$ cat src/rtl/bnoc_pkg.sv
// Shared definitions for the bidirectional-channel controller slice.
// Holds the controller state encoding, the default requester count,
// the width of the binary grant index and the round-robin pointer
// advance helper.
package bnoc_pkg;

    localparam int NUM_REQ_DEF = 10;
    localparam int SEL_W       = 4;

    typedef enum logic [1:0] {
        INPUT  = 2'd0,
        WAIT   = 2'd1,
        OUTPUT = 2'd2,
        TURN   = 2'd3
    } ctrlState_e;

    // Plain vector constants for the state register.
    localparam logic [1:0] ST_INPUT  = INPUT;
    localparam logic [1:0] ST_WAIT   = WAIT;
    localparam logic [1:0] ST_OUTPUT = OUTPUT;
    localparam logic [1:0] ST_TURN   = TURN;

    // Pointer for the next search: one past the last winner, wrapping.
    function automatic logic [SEL_W-1:0] rrNext(input logic [SEL_W-1:0] idx,
                                                input int numReq);
        logic [SEL_W-1:0] result;
        if (int'(idx) >= numReq - 1) result = '0;
        else                         result = idx + SEL_W'(1);
        return result;
    endfunction

endpackage

$ cat src/rtl/bichannel_ctrl_if.sv
// Channel-side bundle of one bichannel_ctrl end.
//   req          : per-requester channel request (into the controller)
//   gnt          : one-hot grant back to the requesters
//   sel          : binary index of the granted requester
//   inout_select : 1 = this end drives the shared channel
//   dir_req_out  : direction request / ownership flag to the neighbour
//   dir_req_in   : neighbour's dir_req_out
// slave  = controller view, master = requester/neighbour view.
interface bichannel_ctrl_if
    import bnoc_pkg::*;
#(
    parameter int NUM_REQ = NUM_REQ_DEF
);
    logic [NUM_REQ-1:0] req;
    logic [NUM_REQ-1:0] gnt;
    logic [SEL_W-1:0]   sel;
    logic               inout_select;
    logic               dir_req_out;
    logic               dir_req_in;

    modport slave (
        input  req, dir_req_in,
        output gnt, sel, inout_select, dir_req_out
    );

    modport master (
        output req, dir_req_in,
        input  gnt, sel, inout_select, dir_req_out
    );
endinterface

$ cat src/rtl/rr_arbiter.sv
// Combinational round-robin search.
//   req   : request vector
//   ptr   : index where the search starts (must be < NUM_REQ)
//   grant : one-hot winner, zero when no request is set
//   index : binary index of the winner, zero when no request is set
module rr_arbiter
    import bnoc_pkg::*;
#(
    parameter int NUM_REQ = NUM_REQ_DEF
) (
    input  logic [NUM_REQ-1:0] req,
    input  logic [SEL_W-1:0]   ptr,
    output logic [NUM_REQ-1:0] grant,
    output logic [SEL_W-1:0]   index
);
    always_comb begin
        int  cand;
        logic found;
        grant = '0;
        index = '0;
        found = 1'b0;
        cand  = 0;
        for (int i = 0; i < NUM_REQ; i++) begin
            // Walk ptr, ptr+1, ... wrapping past NUM_REQ-1 back to 0.
            cand = int'(ptr) + i;
            if (cand >= NUM_REQ) cand = cand - NUM_REQ;
            if (!found && req[cand]) begin
                found       = 1'b1;
                grant[cand] = 1'b1;
                index       = SEL_W'(cand);
            end
        end
    end
endmodule

$ cat src/rtl/bichannel_ctrl.sv
// One end of a bidirectional channel shared with a neighbour.
// Arbitrates the local requesters round-robin and negotiates channel
// direction with the neighbour via dir_req_out / dir_req_in.
//   clk, rst : clock, asynchronous active-high reset
//   bus      : channel bundle (slave view), see bichannel_ctrl_if
// Parameters: NUM_REQ requesters (must match the interface),
// HIGH_PRIO = 1 wins simultaneous direction requests.
module bichannel_ctrl
    import bnoc_pkg::*;
#(
    parameter int NUM_REQ   = NUM_REQ_DEF,
    parameter int HIGH_PRIO = 0
) (
    input  logic               clk,
    input  logic               rst,
    bichannel_ctrl_if.slave    bus
);
    logic [1:0]         state;
    logic [SEL_W-1:0]   rrPtr;
    logic [NUM_REQ-1:0] arbGnt;
    logic [SEL_W-1:0]   arbIdx;
    logic               anyReq;
    logic               ownerHeld;

    assign anyReq    = |bus.req;
    // gnt is one-hot in OUTPUT, so this is req[sel] without a
    // variable-width index into req.
    assign ownerHeld = |(bus.req & bus.gnt);

    rr_arbiter #(.NUM_REQ(NUM_REQ)) uArb (
        .req   (bus.req),
        .ptr   (rrPtr),
        .grant (arbGnt),
        .index (arbIdx)
    );

    always_ff @(posedge clk or posedge rst) begin
        if (rst) begin
            state            <= ST_INPUT;
            bus.gnt          <= '0;
            bus.sel          <= '0;
            bus.inout_select <= 1'b0;
            bus.dir_req_out  <= 1'b0;
            rrPtr            <= '0;
        end else begin
            case (state)
                ST_INPUT: begin
                    // Neighbour flag high means it owns the channel.
                    if (anyReq && !bus.dir_req_in) begin
                        bus.dir_req_out <= 1'b1;
                        state           <= ST_WAIT;
                    end
                end
                ST_WAIT: begin
                    if (!anyReq) begin
                        bus.dir_req_out <= 1'b0;
                        state           <= ST_INPUT;
                    end else if (bus.dir_req_in) begin
                        // Both ends asked at once: the low-priority end
                        // backs off, the high-priority end keeps asking.
                        if (HIGH_PRIO == 0) begin
                            bus.dir_req_out <= 1'b0;
                            state           <= ST_INPUT;
                        end
                    end else begin
                        bus.gnt          <= arbGnt;
                        bus.sel          <= arbIdx;
                        bus.inout_select <= 1'b1;
                        rrPtr            <= rrNext(arbIdx, NUM_REQ);
                        state            <= ST_OUTPUT;
                    end
                end
                ST_OUTPUT: begin
                    if (!ownerHeld) begin
                        bus.gnt          <= '0;
                        bus.inout_select <= 1'b0;
                        bus.dir_req_out  <= 1'b0;
                        state            <= ST_TURN;
                    end
                end
                default: begin
                    // One idle cycle for bus turnaround.
                    state <= ST_INPUT;
                end
            endcase
        end
    end
endmodule

$ cat src/flat_wrapper.sv
// flat-port wrapper written by rule: the top's interface ports become plain ports
module bichannel_ctrl_flat import bnoc_pkg::*;
#(
    parameter int NUM_REQ   = NUM_REQ_DEF,
    parameter int HIGH_PRIO = 0
)
  (clk, rst, bus_req, bus_dir_req_in, bus_gnt, bus_sel, bus_inout_select, bus_dir_req_out);
  bichannel_ctrl_if #(.NUM_REQ(NUM_REQ)) bus_i ();
  input  logic clk;
  input  logic rst;
  input wire logic [$bits(bus_i.req)-1:0] bus_req;
  input wire logic [$bits(bus_i.dir_req_in)-1:0] bus_dir_req_in;
  output wire logic [$bits(bus_i.gnt)-1:0] bus_gnt;
  output wire logic [$bits(bus_i.sel)-1:0] bus_sel;
  output wire logic [$bits(bus_i.inout_select)-1:0] bus_inout_select;
  output wire logic [$bits(bus_i.dir_req_out)-1:0] bus_dir_req_out;
  assign bus_i.req = bus_req;
  assign bus_i.dir_req_in = bus_dir_req_in;
  assign bus_gnt = bus_i.gnt;
  assign bus_sel = bus_i.sel;
  assign bus_inout_select = bus_i.inout_select;
  assign bus_dir_req_out = bus_i.dir_req_out;
  bichannel_ctrl #(.NUM_REQ(NUM_REQ), .HIGH_PRIO(HIGH_PRIO)) u_core (.clk(clk), .rst(rst), .bus(bus_i));
endmodule
$ cat config.mk
export PLATFORM = sky130hd
export DESIGN_NAME = bichannel_ctrl_flat
export DESIGN_NICKNAME = d
export VERILOG_FILES = /design/src/rtl/bnoc_pkg.sv /design/src/rtl/bichannel_ctrl_if.sv /design/src/rtl/rr_arbiter.sv /design/src/rtl/bichannel_ctrl.sv /design/src/flat_wrapper.sv
export SDC_FILE = /design/constraint.sdc
export NUM_CORES = 1
export LEC_CHECK = 0
export ABC_CLOCK_PERIOD_IN_PS = 16800
export CAP_MARGIN = 30
export CORE_MARGIN = 1
export CORE_UTILIZATION = 45
export DETAILED_ROUTE_END_ITERATION = 10
export PLACE_DENSITY_LB_ADDON = 0.25
export SETUP_SLACK_MARGIN = 0.4
export SYNTH_ARGS = -nofsm -noshare
export SYNTH_HDL_FRONTEND = slang
export SYNTH_HIERARCHICAL = 1
export SYNTH_SLANG_ARGS = --single-unit
export TNS_END_PERCENT = 5
$ cat constraint.sdc
create_clock -name clk -period 16.8 [get_ports clk]
set_clock_uncertainty 0.05 [all_clocks]
set_input_delay 4.2 -clock clk [delete_from_list [all_inputs] [get_ports clk]]
set_output_delay 4.2 -clock clk [all_outputs]
set_load 0.005 [all_outputs]
==> results_dict.tcl, run 1 <==
set metrics [dict create \
    outcome "finished, final reports clean" \
    grt_pass1_vias 5730 \
    min_from "u_core/bus.inout_select" \
    syn_nets 824 \
    synth.most_common_cell "nand2_1" \
    grt_pass1_wl_um 33300 \
    cts_tree "done" \
    max-clock-path-buffers 2 \
    worstSetupPathType "in -> reg" \
    drc 0 \
    ys_top_cells_by_count "nand2_1 (67), nor2_1 (52), a21oi_1 (44), nor3_1 (35), nand3_1 (34)" \
    cp_max_fo 12 \
    setup_tns_ns 0 \
    cts_buffers 3 \
    die_x_um 114 \
    core-area_um2 12200 \
    synth_edf_count 0 \
    hold_depth 1 \
    fin_crit_ns 8.76 \
    cts-hold-fix-buffers 0 \
    postCtsSetupBuffers 0 \
    drv_cap 0 \
    synth_area_um2 5670 \
    syn_avg_cell_area_um2 7.27 \
    reg2reg_depth 17 \
    initialDrtViolationCount 836 \
    setup_ws_ns 8.04 \
    place_ws_ns 7.83 \
    seq_area_frac_synth 0.0972 \
    synthCells 779 \
    min-delay-path-class "reg -> reg" \
    cts_max_level 1 \
    vias_per_cell 7.08 \
    ant_nets 0 \
    synth_top_area_cell "dfrtp_1" \
    synthTopCellsByArea "dfrtp_1 (9.7%), ha_1 (6.8%), nand2_1 (4.4%)" \
    port_buffers 28 \
    dr_total_vias 6614 \
    antenna_cells 0 \
    drive_gt1_frac 0.0940 \
    timing.critical_path.from "bus_req[2]" \
    grt_max_degree 58 \
    drt-total-wl_um 21800 \
    critPathArrivalTime_ns 8.83 \
    clkTransAtPathRegs_ns 0.06 \
    r2r_start "u_core/rrPtr[1]" \
    core.rowCount 40 \
    setup_violations 0 \
    numClockSinks 22 \
    synthFlopType "dfrtp_1" \
    die_area_um2 13000 \
    start_util 0.466 \
    detail_route.wl_per_cell_um 23.4 \
    r2r_slack_ns 10.30 \
    firstDrtPassIters 5 \
    finalCritPeriodShare 0.521 \
    hold_viol_final 0 \
    area_growth_pct 7.13 \
    worstSetupStartpointType "input pin" \
    placed_area_um2 5960 \
    ys_ff_latch 22 \
    max_freq_ghz 0.114 \
    n_fill_cell 1200 \
    endpoint_kind "register" \
    fin_area_um2 6070 \
    synth.top_cell.area_share 0.0972 \
    worst_pin_slew_ns 1.02 \
    post_cts_resized 0 \
    grt.total_usage 0.331 \
    slew_headroom 0.315 \
    r2r-end "u_core/rrPtr[1]" \
    hpwl_um 16900 \
    place_congestion 1.03 \
    grt_antenna_before_repair 0 \
    critPathRequiredTime_ns 16.87 \
    async_flop_share 1.00 \
    rsz0062_at_grt "no" \
    cts-root-buf "clkbuf_16" \
    clkLatencyLatePin_ns 0.25 \
    dieHeight_um 114 \
    final_util 0.499 \
    hold_path_end "u_core/bus.inout_select" \
    report.final.slew_viol_count 0 \
    nets 812 \
    synth.yosys.warnings 6 \
    overflow 0 \
    ys_types 98 \
    io_pins 29 \
]
==> per-layer routing <==
| metal | global-route usage | wire length (um) |
|---|---|---|
| met1 | 0.456 | 9290 |
| met2 | 0.535 | 9760 |
| met3 | 0.0445 | 2030 |
| met4 | 0.0978 | 758 |
| met5 | 0 | 0 |
==> cells in the final DEF, fill, tap and decap left out, types with 8 or more instances in the layout <==
cell type	Yosys	layout
nand2_1	67	67
nor2_1	52	52
a21oi_1	44	44
nor3_1	35	35
nand3_1	34	34
ha_1	31	31
o21ai_0	30	30
clkdlybuf4s50_1	0	28
mux2i_1	25	25
dfrtp_1	22	21
inv_1	20	20
a21o_1	15	15
nand4_1	15	15
mux2_2	14	14
a31oi_1	13	13
a22o_1	13	13
nand2b_1	13	13
nor4_1	13	13
o22ai_1	12	12
or3_1	12	12
or2_2	12	12
a22oi_1	11	11
a211oi_1	11	11
and2_1	10	10
nor2b_1	10	10
o31ai_1	9	9
xnor2_1	9	9
o211ai_1	8	8
==> cell families after synthesis <==
family          count (synthesis)  share of synthesized area
flops                          22                     0.0972
fa+ha+maj                      32                     0.0720
buf+inv                        75                     0.0585
mux                            43                     0.0824
xor+xnor                       14                     0.0283
simple gates                  323                      0.312
compound gates                270                      0.349
==> registers in the layout, indices dropped and copies added, names as in the netlist <==
| name | count |
|---|---|
| u_core/bus.dir_req_out | 1 |
| u_core/bus.gnt | 10 |
| u_core/bus.inout_select | 1 |
| u_core/bus.sel | 4 |
| u_core/rrPtr | 4 |
| u_core/state | 2 |
==> final cells by class <==
class,instances,area (um^2),share of cell area
Timing Repair Buffer,35,333,0.0548
Clock buffer,3,75.1,0.0124
Inverter,23,86.3,0.0142
Sequential cell,22,552,0.0909
Multi-Input combinational cell,682,4780,0.788
Tap cell,168,210,0.0346
Clock inverter,1,30.0,0.00495
==> stage by stage <==
step | hold WS [ns] | std cells
2_1_floorplan | 0.423 | 779
6_report | 0.435 | 934
3_5_place_dp | 0.426 | 930
4_1_cts | 0.440 | 934
3_3_place_gp | 0.416 | 930
5_1_grt | 0.452 | 934
==> worst max-delay path, cell delays in order <==
cell and delay, ns:
clkdlybuf4s50_1 0.50, mux2i_1 0.58, o221ai_1 0.24, o31a_1 0.15, o32a_1 0.48, and4bb_1 0.62
nand4_1 0.49, a32oi_1 0.61, inv_1 0.14, ha_1 0.23, a21boi_0 0.36, nand2b_1 0.17
o21ai_1 0.05
==> how the worst max path moves through the flow <==
stage                      end  slack, ns  cells past startpoint
2_1_floorplan  u_core/rrPtr[1]       9.33                     15
3_3_place_gp   u_core/rrPtr[1]       8.05                     13
3_5_place_dp   u_core/rrPtr[1]       7.83                     13
4_1_cts        u_core/rrPtr[1]       8.07                     13
5_1_grt        u_core/rrPtr[1]       7.62                     13
6_report       u_core/rrPtr[1]       8.04                     13
Power of run 1 is left out: the tool's default activity adds up to more than one toggle a clock period on the data nets, which glitch-free logic cannot reach.
==> run 2: changes to the inputs <==
- ABC_CLOCK_PERIOD_IN_PS: 16800 -> 7550
- clock period: 16.8 -> 7.55 ns (I/O delays scaled with it)
==> run 2 against run 1 <==
Against the previous run: sequential cell count stayed put; core utilization is 0.093 points higher; non-clock buffer count is 5 higher; count of clock-buffer cells in the layout is 1 higher; cell count is 0.54% higher; first-iteration DRC count is 17% higher; design area is 0.19% higher; global-route usage is 1.6 points higher; sequential share of layout area hardly changed; via count is 0.80% higher; register-to-register slack worse by 8.9 ns.
==> results_dict.tcl, run 2 (same netlist as run 1, synthesis figures left out) <==
set metrics [dict create \
    numClockSinks 22 \
    max_freq_ghz 0.153 \
    outcome "finished, final reports clean" \
    grt_pass1_wl_um 34800 \
    io_pins 29 \
    grt.total_usage 0.346 \
    cts-hold-fix-buffers 0 \
    finalCritPeriodShare 0.865 \
    report.final.slew_viol_count 0 \
    hold_viol_final 0 \
    vias_per_cell 7.10 \
    cts_buffers 3 \
    port_buffers 28 \
    die_area_um2 13000 \
    start_util 0.466 \
    cts_max_level 1 \
    die_x_um 114 \
    rsz0062_at_grt "no" \
    grt_max_degree 57 \
    core-area_um2 12200 \
    largest_reg_flops 10 \
    firstDrtPassIters 6 \
    cts-root-buf "clkbuf_16" \
    cp_max_fo 12 \
    fin_crit_ns 6.53 \
    antenna_cells 0 \
    final_common_cell "nand2_1" \
    cts_tree "done" \
    cpPeakStageDelay_ns 0.69 \
    dieHeight_um 114 \
    post_cts_resized 0 \
    dr_total_vias 6667 \
    slew_headroom 0.278 \
    endpoint_kind "register" \
    worst_pin_slew_ns 1.07 \
    overflow 0 \
    drive_gt1_frac 0.0986 \
    top_regs "u_core/bus.gnt x10, u_core/bus.sel x4, u_core/rrPtr x4" \
    area_growth_pct 7.33 \
    critPathArrivalTime_ns 6.60 \
    drv_cap 0 \
    worstSetupPathType "in -> reg" \
    critPathRequiredTime_ns 7.62 \
    min-delay-path-class "reg -> reg" \
    nets 817 \
    grt_antenna_before_repair 0 \
    setup_tns_ns 0 \
    setup_violations 0 \
    n_fill_cell 1247 \
    detail_route.wl_per_cell_um 23.9 \
    ant_nets 0 \
    path_cells "clkdlybuf4s50_1, mux2i_1, nor3_1, o31a_1, o32a_1, and4bb_1, nand4_1, a32oi_1, inv_1, ha_1, a21boi_0, nand2b_1, o21ai_1" \
    drt-total-wl_um 22500 \
    postCtsSetupBuffers 0 \
    worstSetupStartpointType "input pin" \
    place_congestion 1.02 \
    drc 0 \
    core.rowCount 40 \
    largest_register "u_core/bus.gnt" \
    max-clock-path-buffers 2 \
    clkLatencyLatePin_ns 0.25 \
    crit_slowest_cell "and4bb_1" \
    layout_common_cells "nand2_1 (67), nor2_1 (52), a21oi_1 (44), nor3_1 (35), nand3_1 (34)" \
    crit_family "compound AO/OA/AOI/OAI gates" \
    clkTransAtPathRegs_ns 0.06 \
    grt_pass1_vias 6016 \
    worst-path-buf-inv 2 \
    hpwl_um 17600 \
    initialDrtViolationCount 974 \
]
-- run 2: cell type report --
| type | count | area, um^2 | share of cell area |
|---|---|---|---|
| Multi-Input combinational cell | 682 | 4780 | 0.787 |
| Sequential cell | 22 | 552 | 0.0907 |
| Timing Repair Buffer | 40 | 370 | 0.0609 |
| Tap cell | 168 | 210 | 0.0346 |
| Inverter | 23 | 86.3 | 0.0142 |
| Clock buffer | 4 | 78.8 | 0.0130 |
-- run 2: through the flow --
stage / setup WS [ns] / utilization / hold WS, ns / area, um^2 / cells
2_1_floorplan: 1.93 / - / 0.423 / 5670 / 779
3_3_place_gp: 0.996 / 0.494 / 0.412 / 6000 / 935
3_5_place_dp: 0.821 / 0.494 / 0.431 / 6000 / 935
4_1_cts: 1.06 / 0.500 / 0.443 / 6080 / 939
5_1_grt: 0.758 / 0.500 / 0.449 / 6080 / 939
6_report: 1.02 / 0.500 / 0.436 / 6080 / 939
-- run 2: worst paths after layout --
check | startpoint | to | slack [ns] | cells past startpoint
max | bus_req[0] | u_core/rrPtr[1] | 1.02 | 13
min | u_core/bus.inout_select | u_core/bus.inout_select | 0.44 | 1
max reg2reg | u_core/rrPtr[1] | u_core/rrPtr[1] | 1.37 | 15
min reg2reg | u_core/bus.inout_select | u_core/bus.inout_select | 0.44 | 1
max in group asynchronous | rst | u_core/rrPtr[0] | 4.86 | 2
min in group asynchronous | rst | u_core/state[0] | 2.04 | 2
-- run 2: per-layer routing --
metal  GRT usage  vias up  wire (um)
li1            -     3024          -
met1       0.475     3227       9450
met2       0.552      363      10200
met3      0.0572       53       2050
met4       0.111        0        760
met5           0        -          0
Power of run 2 is left out for the same reason.
